==> src/rtl/shallow_fifo_stream_reader.sv <==
// shallow_fifo_stream_reader
// Drains a shallow synchronous FIFO through its combinational-read head port
// and presents the words on a registered valid/ready stream. A two-entry
// output buffer keeps full throughput while keeping m_ready out of the
// fifo_rd_en path: the pop strobe depends only on registered occupancy and
// the FIFO flags.
module shallow_fifo_stream_reader #(
    parameter int DATA_WIDTH = 8,
    parameter int CNT_WIDTH  = 16
) (
    input  logic                  clk,
    input  logic                  rst,
    input  logic                  flush,
    output logic                  fifo_rd_en,
    input  logic [DATA_WIDTH-1:0] fifo_rd_data,
    input  logic                  fifo_empty,
    output logic                  m_valid,
    input  logic                  m_ready,
    output logic [DATA_WIDTH-1:0] m_data,
    output logic [1:0]            buf_count,
    output logic [CNT_WIDTH-1:0]  xfer_count
);

    // Buffer occupancy doubles as the control state.
    typedef enum logic [1:0] {
        OCC_EMPTY = 2'd0,
        OCC_ONE   = 2'd1,
        OCC_TWO   = 2'd2
    } occ_t;

    occ_t                  occ_r;
    occ_t                  occ_next_s;
    logic [DATA_WIDTH-1:0] slot0_r;
    logic [DATA_WIDTH-1:0] slot1_r;
    logic [DATA_WIDTH-1:0] slot0_next_s;
    logic [DATA_WIDTH-1:0] slot1_next_s;
    logic                  valid_r;
    logic                  valid_next_s;
    logic [CNT_WIDTH-1:0]  xfer_r;
    logic                  push_s;
    logic                  pop_s;

    // A beat leaves when the registered valid meets the consumer's ready.
    assign pop_s = valid_r & m_ready;

    // Pop the FIFO only when room is guaranteed from registered occupancy
    // alone; rst and flush both suppress the strobe.
    assign push_s = ~rst & ~flush & ~fifo_empty & (occ_r != OCC_TWO);

    assign fifo_rd_en = push_s;
    assign m_valid    = valid_r;
    assign m_data     = slot0_r;
    assign buf_count  = occ_r;
    assign xfer_count = xfer_r;

    // Next-state and slot update rules; slot0 is always the head word.
    always_comb begin
        occ_next_s   = occ_r;
        slot0_next_s = slot0_r;
        slot1_next_s = slot1_r;
        if (flush) begin
            // Buffered words are discarded; slot contents become don't-care.
            occ_next_s = OCC_EMPTY;
        end else begin
            case (occ_r)
                OCC_EMPTY: begin
                    if (push_s) begin
                        slot0_next_s = fifo_rd_data;
                        occ_next_s   = OCC_ONE;
                    end else begin
                        occ_next_s = OCC_EMPTY;
                    end
                end
                OCC_ONE: begin
                    if (push_s && pop_s) begin
                        // Head leaves and the new word takes its place.
                        slot0_next_s = fifo_rd_data;
                        occ_next_s   = OCC_ONE;
                    end else if (push_s) begin
                        slot1_next_s = fifo_rd_data;
                        occ_next_s   = OCC_TWO;
                    end else if (pop_s) begin
                        occ_next_s = OCC_EMPTY;
                    end else begin
                        occ_next_s = OCC_ONE;
                    end
                end
                OCC_TWO: begin
                    // push_s is structurally 0 here.
                    if (pop_s) begin
                        slot0_next_s = slot1_r;
                        occ_next_s   = OCC_ONE;
                    end else begin
                        occ_next_s = OCC_TWO;
                    end
                end
                default: begin
                    occ_next_s = OCC_EMPTY;
                end
            endcase
        end
        valid_next_s = (occ_next_s != OCC_EMPTY);
    end

    // Occupancy, valid flag and slot registers.
    always_ff @(posedge clk or posedge rst) begin
        if (rst) begin
            occ_r   <= OCC_EMPTY;
            valid_r <= 1'b0;
            slot0_r <= {DATA_WIDTH{1'b0}};
            slot1_r <= {DATA_WIDTH{1'b0}};
        end else begin
            occ_r   <= occ_next_s;
            valid_r <= valid_next_s;
            slot0_r <= slot0_next_s;
            slot1_r <= slot1_next_s;
        end
    end

    // Completed-transfer counter; flush does not cancel a pop in its cycle.
    always_ff @(posedge clk or posedge rst) begin
        if (rst) begin
            xfer_r <= {CNT_WIDTH{1'b0}};
        end else if (pop_s) begin
            xfer_r <= xfer_r + CNT_WIDTH'(1);
        end else begin
            xfer_r <= xfer_r;
        end
    end

endmodule

==> config.mk <==
export PLATFORM = sky130hd
export DESIGN_NAME = shallow_fifo_stream_reader
export DESIGN_NICKNAME = d
export VERILOG_FILES = /design/src/rtl/shallow_fifo_stream_reader.sv
export SDC_FILE = /design/constraint.sdc
export NUM_CORES = 1
export LEC_CHECK = 0
export CELL_PAD_IN_SITES_DETAIL_PLACEMENT = 0
export CELL_PAD_IN_SITES_GLOBAL_PLACEMENT = 2
export CORE_MARGIN = 2
export CORE_UTILIZATION = 30
export DETAILED_ROUTE_END_ITERATION = 12
export PLACE_DENSITY = 0.76
export SYNTH_ARGS = -nofsm -noshare
export SYNTH_HDL_FRONTEND = slang
export SYNTH_SLANG_ARGS = --single-unit
==> constraint.sdc <==
create_clock -name clk -period 2.5 [get_ports clk]
set_clock_uncertainty 0.1 [all_clocks]
set_input_delay 0.375 -clock clk [delete_from_list [all_inputs] [get_ports clk]]
set_output_delay 0.375 -clock clk [all_outputs]
set_load 0.02 [all_outputs]
==> metrics, run 1 <==
Max Freq between 400 and 500 MHz; Net Count, Synth about 160; Critical R2R Launch buf_count[1]; Core ar. about 5100 µm²; max cap viols 0; Placed Instances 260; share of layout cells above drive strength 1 0.152; GP Congestion about 0.77; post-layout util 0.440; Die H about 77 µm; ordered list of cells on the worst path clkdlybuf4s50_1 > nor4_4 > clkdlybuf4s50_1; Leak Pwr between 0.9 and 1 nW; Peak VDD IR around 0.28 mV; Num CTS Buffers 5; sequential fraction of the synthesis area 0.547; CTS max path bufs 2; HPWL after detailed placement between 2000 and 3000 µm; Most common cell on crit path clkdlybuf4s50_1; postcts setup bufs 0; Avg Cell Area, Syn roughly 11 µm²; floorplan row count 26; Setup CP Type input port to output pin; Post-Place Setup Slack about 0.12 ns; Multi-input gate area about 700 µm²; top-level I/O count ~40; crit share post-route 0.945; total power draw between 1.5 and 2 mW; crit end category output pin; Pre-Repair DR Iteration Count 3; Initial DRC Count 54; WP data required ~2.0 ns; FF+latch area just under 900 µm²; fin area between 2000 and 2500 µm²; CP max-delay cell clkdlybuf4s50_1; final instance count without filler cells between 200 and 300; vias in the first global route about 1200; Setup Viol. Count Final 0; Clock Tree Root clkbuf_8; CTS tree done; Worst Reg-to-Reg Cells 7; Hold Path Stages 1; clk slew on worst S/H paths roughly 0.070 ns; Startpoint Class input port; placed inst area roughly 2100 µm²; drc violations 0; H-tree Lvls 2; remaining antenna violation count after routing 0; Initial Util 0.311; PwrDens roughly 710 nW/µm²; Final #Nets 213; RSZ-0062 raised after global routing false; RR Endpoint slot1_r[6]; Tightest Hold Check Type flop to flop; first-pass GRT wire length 5770 µm; DR WL/cell about 13 µm; Worst Max-Slew Pin Slew between 0.4 and 0.5 ns; die width roughly 77 µm; Clock Sinks 35; Final Hold Slack around 0.37 ns; synth warn 0; Tmin final between 2 and 2.5 ns; outcome complete, no violations; Slew Limit Headroom 0.699; CP max stage delay ~0.66 ns; Sum Neg Setup Slack 0 ns; #FFs+latches synth 35; hold_buf cts 0; post-CTS sizing 0; Cells after Synth approximately 150; final hold violations 0; ant diodes 0; FILL cells 528; Reg2Reg Setup Slack about 0.50 ns; Worst Path Arrival around 1.9 ns; first element of the critical path rst; vias per inst 4.48; final WL 3460 µm; largest net degree at the start of global routing 36; Hold Path Sink xfer_count[15]; initial antenna violation count 0; Die ar. 5930 µm²; Final Max Slew Viols 0; number of port buffers 40; total track usage 0.125; Final WS setup about 0.14 ns; Netlist Area Pre-Place 1600 µm²; total number of vias 1200; Overflow after GRT 0; Yosys cell types 32; Clock Latency Late Sink about 0.28 ns; Hold Crit Start xfer_count[15]; CP Max Fanout 5; Synth-to-Final Area Change 41.4%
critical path: cells and delay by family:
family	cells	cell delay, ns
buf+inv	2	1.17
simple gates	1	0.34
registers in the layout, summed over array words and instances, names as in the netlist:
name	cells
m_data	8
slot1_r	8
buf_count	2
xfer_count	16
m_valid	1
final cells by class:
class | instances | area share
flip-flops and latches | 35 | 0.387
clock buffers | 6 | 0.0365
clock inverters | 2 | 0.0155
well taps | 70 | 0.0387
multi-input cells | 103 | 0.308
repair buffers | 47 | 0.206
inverters | 5 | 0.00829
cell usage after synthesis (all sizes together):
cell type  number  area share
a21oi           3      0.0094
a31oi           9       0.052
and2            1      0.0039
and2b           1      0.0047
and3            2      0.0078
and4            1      0.0055
buf             2      0.0094
clkbuf          2      0.0047
dfrtp          35        0.55
ha              3       0.023
inv             5       0.012
mux2            9       0.063
nand2          23       0.054
nand3           4       0.013
nand3b          1      0.0047
nand4           5       0.020
nand4b          1      0.0055
nor2           15       0.037
nor2b           1      0.0039
nor3            3      0.0094
nor4            1      0.0039
o21a            1      0.0047
o21ai           1      0.0031
o21bai          1      0.0047
or2b            1      0.0047
or4             1      0.0070
xnor2          12       0.066
xor2            3       0.016
worst max-delay path by stage:
stage                             to  slack [ns]  cells after the start
after floorplan           slot1_r[0]        0.13                      7
after detailed placement  slot1_r[6]        0.12                      7
after global placement    fifo_rd_en        0.16                      3
final                     fifo_rd_en        0.14                      3
after CTS                 fifo_rd_en        0.12                      3
after global routing      fifo_rd_en        0.06                      3
routing by layer:
metal	part of all wire	global-route usage
met1	0.48	0.157
met2	0.47	0.200
met3	0.040	0.0341
met4	0.018	0.0571
met5	0	0
where the power goes:
part | internal [mW] | switching [mW] | leakage (nW)
Combinational | 0.198 | 0.176 | 0.461
Clock | 0.323 | 0.198 | 0.0612
Sequential | 0.649 | 0.0631 | 0.447
Total | 1.17 | 0.437 | 0.969
cell usage in the layout, fill, tap and decap left out:
cell type,synthesis,layout
clkinv_2,0,1
nor2b_1,1,1
inv_1,5,5
and2_1,1,1
nand3b_1,1,1
xor2_1,3,3
and4_1,1,1
a31oi_4,1,1
nand4b_1,1,1
nand4_1,5,5
o21a_1,1,1
dfrtp_1,35,35
or2b_1,1,1
xnor2_1,12,12
a21oi_1,3,3
a31oi_1,6,6
o21bai_1,1,1
a31oi_2,2,2
nor2_1,14,14
clkdlybuf4s50_1,0,40
or4_4,1,1
ha_1,3,3
o21ai_0,1,1
clkbuf_8,0,6
and3_1,2,2
mux2_2,9,9
nor3_1,3,3
buf_4,0,6
buf_12,0,1
bufinv_16,0,1
nand3_1,4,4
nor4_4,0,1
and2b_1,1,1
nand2_1,23,23
nor2_2,1,1
logic make-up after synthesis:
family	after synthesis	synth area share
xor+xnor	15	0.0821
mux	9	0.0633
buf+inv	9	0.0258
flops	35	0.547
fa+ha+maj	3	0.0235
simple gates	61	0.184
compound gates	15	0.0743
Power figures use the tool's default switching activity.
==> run 2, diff against run 1 <==
--- a/config.mk
+++ b/config.mk
@@ -11,6 +11,8 @@
 export CORE_UTILIZATION = 30
 export DETAILED_ROUTE_END_ITERATION = 12
 export PLACE_DENSITY = 0.76
+export SKIP_CTS_REPAIR_TIMING = 1
+export SKIP_LAST_GASP = 1
 export SYNTH_ARGS = -nofsm -noshare
 export SYNTH_HDL_FRONTEND = slang
 export SYNTH_SLANG_ARGS = --single-unit
==> results of run 2 <==
Final layout, timing and power as in run 1 (identical DEF).
